==> src/rtl/mio_uart_tx_pkg.sv <==
// Shared definitions for the MIO UART transmitter: FSM state encodings,
// status-word bit positions and the device's MIO address.
package mio_uart_tx_pkg;

  typedef enum logic [2:0] {
    ST_IDLE   = 3'd0,
    ST_START  = 3'd1,
    ST_DATA   = 3'd2,
    ST_PARITY = 3'd3,
    ST_STOP   = 3'd4
  } uart_state_e;

  localparam int STAT_OVF   = 15;
  localparam int STAT_BUSY  = 14;
  localparam int STAT_FULL  = 13;
  localparam int STAT_EMPTY = 12;
  localparam int STAT_CNT_W = 5;

  localparam logic [31:0] UART_TX_ADDR = 32'hE000_0400;

endpackage

==> src/rtl/mio_uart_tx_fifo.sv <==
// Byte FIFO for the UART transmitter: synchronous push/pop, async clear,
// show-ahead read data, full/empty/count flags. Pointers wrap modulo depth.
module mio_uart_tx_fifo #(
  parameter int AW = 4
) (
  input  logic          clk,
  input  logic          rst_n,
  input  logic          push,
  input  logic [7:0]    push_data,
  input  logic          pop,
  output logic [7:0]    pop_data,
  output logic          full,
  output logic          empty,
  output logic [AW:0]   count
);

  localparam int DEPTH = 2 ** AW;
  localparam logic [AW:0] DEPTH_CNT = (AW + 1)'(DEPTH);

  logic [7:0]    mem [DEPTH];
  logic [AW-1:0] wr_ptr;
  logic [AW-1:0] rd_ptr;

  // Storage is not reset; count/pointers define which entries are valid.
  always_ff @(posedge clk) begin
    if (push) mem[wr_ptr] <= push_data;
  end

  always_ff @(posedge clk or negedge rst_n) begin
    if (!rst_n) begin
      wr_ptr <= '0;
      rd_ptr <= '0;
      count  <= '0;
    end else begin
      if (push) wr_ptr <= wr_ptr + 1'b1;
      if (pop)  rd_ptr <= rd_ptr + 1'b1;
      case ({push, pop})
        2'b10:   count <= count + 1'b1;
        2'b01:   count <= count - 1'b1;
        default: count <= count;
      endcase
    end
  end

  assign pop_data = mem[rd_ptr];
  assign full     = (count == DEPTH_CNT);
  assign empty    = (count == '0);

endmodule

==> src/rtl/mio_uart_tx.sv <==
// MIO UART transmitter: FIFO-buffered 8N1 serialiser, LSB first, with status word.
// Define UART_PARITY_EN to insert an even-parity bit between data and stop.
//
// state  | meaning
// IDLE   | line idle (txd=1); pops the next byte as soon as the FIFO has one
// START  | start bit (txd=0) for DIV clocks
// DATA   | eight data bits, LSB first, DIV clocks each
// PARITY | even parity of the byte (only with UART_PARITY_EN)
// STOP   | stop bit (txd=1); at its last tick chains the next byte or returns to IDLE
module mio_uart_tx
  import mio_uart_tx_pkg::*;
#(
  parameter int CLK_HZ  = 100000000,
  parameter int BAUD    = 115200,
  parameter int FIFO_AW = 4
) (
  input  logic        clk,
  input  logic        RSTN,
  input  logic        we,
  input  logic [7:0]  wdata,
  input  logic        ovf_clr,
  output logic        txd,
  output logic        tx_busy,
  output logic        irq_empty,
  output logic [31:0] status
);

  localparam int DIV = CLK_HZ / BAUD;
  localparam int CW  = $clog2(DIV);
  localparam logic [CW-1:0] TICK_CNT = CW'(DIV - 1);

  uart_state_e      state;
  logic [CW-1:0]    baud_cnt;
  logic [7:0]       shift;
  logic [2:0]       bit_idx;
  logic             ovf;
  logic             tick;
  logic             pop;
  logic             push;
  logic [7:0]       fifo_data;
  logic             fifo_full;
  logic             fifo_empty;
  logic [FIFO_AW:0] fifo_count;
`ifdef UART_PARITY_EN
  logic             par_bit;
`endif

  assign tick = (state != ST_IDLE) && (baud_cnt == TICK_CNT);
  assign pop  = !fifo_empty && ((state == ST_IDLE) || ((state == ST_STOP) && tick));
  // A full FIFO still accepts a write when the same cycle frees a slot.
  assign push = we && (!fifo_full || pop);

  mio_uart_tx_fifo #(.AW(FIFO_AW)) u_fifo (
    .clk       (clk),
    .rst_n     (RSTN),
    .push      (push),
    .push_data (wdata),
    .pop       (pop),
    .pop_data  (fifo_data),
    .full      (fifo_full),
    .empty     (fifo_empty),
    .count     (fifo_count)
  );

  always_ff @(posedge clk or negedge RSTN) begin
    if (!RSTN) begin
      state     <= ST_IDLE;
      baud_cnt  <= '0;
      shift     <= '0;
      bit_idx   <= '0;
      txd       <= 1'b1;
      irq_empty <= 1'b0;
`ifdef UART_PARITY_EN
      par_bit   <= 1'b0;
`endif
    end else begin
      irq_empty <= 1'b0;
      if ((state == ST_IDLE) || tick) baud_cnt <= '0;
      else                            baud_cnt <= baud_cnt + 1'b1;

      case (state)
        ST_IDLE: begin
          if (pop) begin
            shift <= fifo_data;
`ifdef UART_PARITY_EN
            par_bit <= ^fifo_data;
`endif
            txd   <= 1'b0;
            state <= ST_START;
          end
        end
        ST_START: begin
          if (tick) begin
            txd     <= shift[0];
            shift   <= shift >> 1;
            bit_idx <= '0;
            state   <= ST_DATA;
          end
        end
        ST_DATA: begin
          if (tick) begin
            if (bit_idx == 3'd7) begin
`ifdef UART_PARITY_EN
              txd   <= par_bit;
              state <= ST_PARITY;
`else
              txd   <= 1'b1;
              state <= ST_STOP;
`endif
            end else begin
              txd     <= shift[0];
              shift   <= shift >> 1;
              bit_idx <= bit_idx + 1'b1;
            end
          end
        end
`ifdef UART_PARITY_EN
        ST_PARITY: begin
          if (tick) begin
            txd   <= 1'b1;
            state <= ST_STOP;
          end
        end
`endif
        ST_STOP: begin
          if (tick) begin
            if (pop) begin
              // Back-to-back frame: next start bit follows the stop bit directly.
              shift <= fifo_data;
`ifdef UART_PARITY_EN
              par_bit <= ^fifo_data;
`endif
              txd   <= 1'b0;
              state <= ST_START;
            end else begin
              txd       <= 1'b1;
              state     <= ST_IDLE;
              irq_empty <= 1'b1;
            end
          end
        end
        default: begin
          txd   <= 1'b1;
          state <= ST_IDLE;
        end
      endcase
    end
  end

  // Overflow is sticky; a coincident clear loses to a new overflow.
  always_ff @(posedge clk or negedge RSTN) begin
    if (!RSTN)                            ovf <= 1'b0;
    else if (we && fifo_full && !pop)     ovf <= 1'b1;
    else if (ovf_clr)                     ovf <= 1'b0;
  end

  assign tx_busy = (state != ST_IDLE) || !fifo_empty;

  always_comb begin
    status                   = '0;
    status[STAT_OVF]         = ovf;
    status[STAT_BUSY]        = tx_busy;
    status[STAT_FULL]        = fifo_full;
    status[STAT_EMPTY]       = fifo_empty;
    status[STAT_CNT_W-1:0]   = STAT_CNT_W'(fifo_count);
  end

endmodule
==> config.mk <==
export PLATFORM = sky130hd
export DESIGN_NAME = mio_uart_tx
export DESIGN_NICKNAME = d
export VERILOG_FILES = /design/src/rtl/mio_uart_tx_pkg.sv /design/src/rtl/mio_uart_tx_fifo.sv /design/src/rtl/mio_uart_tx.sv
export SDC_FILE = /design/constraint.sdc
export NUM_CORES = 1
export LEC_CHECK = 0
export CORE_MARGIN = 2
export CORE_UTILIZATION = 50
export DETAILED_ROUTE_END_ITERATION = 7
export GPL_TIMING_DRIVEN = 0
export PLACE_DENSITY = 0.73
export SYNTH_ARGS = -nofsm -noshare
export SYNTH_HDL_FRONTEND = slang
export SYNTH_SLANG_ARGS = --single-unit
==> constraint.sdc <==
create_clock -name clk -period 3 [get_ports clk]
set_input_delay 0.6 -clock clk [delete_from_list [all_inputs] [get_ports clk]]
set_output_delay 0.6 -clock clk [all_outputs]
set_load 0.02 [all_outputs]
==> results by group <==
Synth
  • Sequential area share after synthesis: between 60 and 70%
  • Cell count after synthesis: 477
  • EDFF count, synth: around 130
  • Synth Warn #: 0
  • Synth top area share: about 52%
  • Area leader, netlist: edfxtp_1
  • Post-synth ARST share: a little under a quarter
  • Primary FF master, synth: edfxtp_1
  • Ranking of synthesized cells by area: edfxtp_1 (52%), dfrtp_1 (13%), mux4_2 (5.8%)
  • Distinct cells, synth: 57
  • Synth Register Bits: ~170
  • Synthesized area: ~7300 um^2
  • Syn_area_per_cell: roughly 15 um^2

Detailed routing
  • Via Count: roughly 4,200
  • DRT Pass-1 Iters: 5
  • # DRC: 0
  • Via/cell ratio: 5.54
  • Starting DRT DRC Count: approximately 430
  • Final ANT Viol Nets: 0
  • Wire length per cell: ~19 um
  • Routed WL: 14.5 mm

Placement
  • Port buffer count: 23
  • Post-place setup slack: -410 ps
  • Placed Instances: about 700
  • HPWL after detailed placement: 9.31 mm
  • RD Place Congestion: around 0.83

Cells and area
  • Layout cells sized above 1: about 28%
  • N_diodes: 0
  • Net count, final: between 500 and 600
  • Post-Layout Cell Count: ~760
  • Fillers: about 1,100
  • Area grow syn2layout: 20.7%

STA
  • Setup violators final: 11
  • Relative slew margins: between 40% and 50%
  • Fmax: just over 0.3 GHz
  • Minimum clock period after layout: around 3300 ps
  • Slew @ Worst Pin: between 800 and 900 ps
  • Fin worst setup slack: -298 ps
  • Fin crit share: 110%
  • Worst Clk Skew: 6.98 ps
  • Max Slew Vio Count: 0
  • Hold Fails Final Rpt: 0
  • Fin Hold WS: approximately 290 ps
  • RSZ-0062 raised after global routing: true

GRT
  • First-pass GRT wire length: roughly 23 mm
  • Initial antenna violation count: 0
  • Largest net degree at the start of global routing: between 40 and 50
  • Total Routing Usage GR: around a fifth
  • Vias in the first global route: ~4,200
  • Congestion Overflow GR: 0

Pwr
  • Design Power: ~6.7 mW
  • Peak supply drop: 0.491 mV
  • Leak: between 3 and 4 nW
  • Pwr/cell area: 756 nW/um^2

Critical path
  • Crit-path max FO: 6
  • Critical Path RT: 3310 ps
  • Slowest stage cell, crit path: dfrtp_1
  • Critical Path Source Type: flip-flop
  • Crit path capture type: flip-flop
  • Critical path's largest stage delay: about 400 ps
  • Most frequent cell on the critical path: ha_4
  • Data arrival, critical path: 3610 ps
  • CP Buf/Inv Count: 1
  • Delay-heaviest family, CP: compound AO/OA/AOI/OAI gates
  • Setup CP Type: flip-flop to flip-flop
  • Worst path cell trace: ha_4 > or3b_4 > o41ai_4 > a21o_1 > buf_6 > nand2_8 > ha_4 > xor2_1 > ha_2 > o21a_1 > o22a_1 > a21oi_2 > mux2i_1 > xnor2_1

Clock network
  • Clk buf depth: 2
  • Sink Count: between 150 and 200
  • CTS tree: yes
  • Number of buffers created by CTS: 17
  • Hold-fix buffers, CTS: 0
  • CTS clock-pin slew for the worst setup and hold paths: 60 ps
  • H-Tree Level Count: 4
  • Worst skew pair latency: approximately 430 ps
  • CTS root buffer: clkbuf_16

Hold path
  • Min-delay worst type: input port to async pin

Flow run
  • Max Cap Violations: 0

Die
  • Row count: 44
  • Core area: about 14,000 um^2
  • Starting Density: approximately half
  • Die width: approximately 130 um
  • Die Y-Extent: approximately 130 um
  • Full die area: around 16,000 um^2
  • Number of I/O pins: 47

Status
  • Failing checks: setup timing
  • Status: finished, violations left
-- synthesized netlist by cell type, types with 2 or more instances --
master	n
ha_1	12
dfrtp_1	39
buf_4	27
a22oi_1	5
a21oi_1	9
nor2b_1	4
nand2_1	15
nand3_1	14
or2_2	2
inv_1	14
or4_1	2
buf_1	4
xnor2_1	10
a22o_1	7
clkbuf_1	9
a211oi_1	2
a221oi_1	7
mux2_2	10
mux2i_1	37
nor3_1	7
mux4_2	19
a222oi_1	6
nor2_1	32
xor2_1	8
buf_2	6
o21ai_0	7
a21o_1	2
nand2b_1	4
o22a_1	2
edfxtp_1	128
-- worst paths after layout --
kind                                        from                           to  slack (ps)  cells past startpoint
setup / recovery           baud_cnt[1]$_DFF_PN0_  u_fifo.count[4]$_DFFE_PN0P_        -300                     14
hold / removal                              RSTN  u_fifo.count[3]$_DFFE_PN0P_         290                      1
setup reg to reg           baud_cnt[1]$_DFF_PN0_  u_fifo.count[4]$_DFFE_PN0P_        -300                     14
hold reg to reg             shift[7]$_DFFE_PN0P_         shift[7]$_DFFE_PN0P_         520                      1
max in group asynchronous                   RSTN        baud_cnt[0]$_DFF_PN0_        2090                      1
min in group clk            shift[7]$_DFFE_PN0P_         shift[7]$_DFFE_PN0P_         520                      1
-- cell type report --
class                           instances  area, um^2  share of cell area [%]
Timing Repair Buffer                   49         470                    5.32
Sequential cell                       168        4850                    54.8
Clock buffer                           17         425                    4.81
Clock inverter                         15         133                    1.50
Inverter                               14        52.6                   0.594
Multi-Input combinational cell        270        2390                    27.1
Buffer                                 45         292                    3.30
Tap cell                              184         230                    2.60
-- sequential cells by signal, summed over array words and instances (netlist names) --
| name | cells |
|---|---|
| u_fifo.rd_ptr | 4 |
| bit_idx | 3 |
| ovf | 1 |
| u_fifo.wr_ptr | 4 |
| u_fifo.mem | 128 |
| shift | 8 |
| u_fifo.count | 5 |
| state | 3 |
| irq_empty | 1 |
| txd | 1 |
| baud_cnt | 10 |
-- routing by layer --
layer | up-vias | global-route usage [%] | wire [um]
met5 | - | 0 | 0
li1 | 1951 | - | -
met3 | 17 | 5.39 | 981
met2 | 153 | 30.5 | 7210
met4 | 0 | 7.45 | 267
met1 | 2103 | 25.6 | 6010
-- stage by stage --
step	area (um^2)	util, %	setup TNS (ps)
final	8850	61.3	-780
after global placement	7920	54.9	-9210
after detailed placement	7920	54.9	-11610
after global routing	8850	61.3	-6340
after floorplan	7460	-	-86.0
after CTS	8640	59.9	-984
-- layout by cell type, fill, tap and decap left out, drive strengths merged, types with 11 or more instances in the layout --
cell type	count
edfxtp	128
buf	65
dfrtp	39
mux2i	37
nor2	32
clkbuf	24
inv	24
conb	23
clkdlybuf4s50	20
mux4	19
nand2	15
nand3	14
ha	12
mux2	11
-- report_power, final --
part	switching, mW	internal, mW
clock	0.970	1.09
combinational	0.856	0.705
sequential	0.232	2.83
-- logic make-up after synthesis --
family,after synthesis,share of synthesized area (%)
and+or+nand+nor,91,6.20
xor gates and xnor gates,18,2.15
buffers and inverters,61,4.71
DFF,168,66.1
muxes,67,12.6
adders and majority gates,12,2.05
AOI/OAI and AO/OA,59,6.11
other,1,0.0512
-- timing repair --
action / CTS / global route
gates resized for setup: 7 / 40
endpoints found under the setup margin: 70 / 122
setup buffers: 17 / 11
pin swaps: 3 / 7
endpoints found under the hold margin: 0 / 0
(Power assumes the default switching activity.)
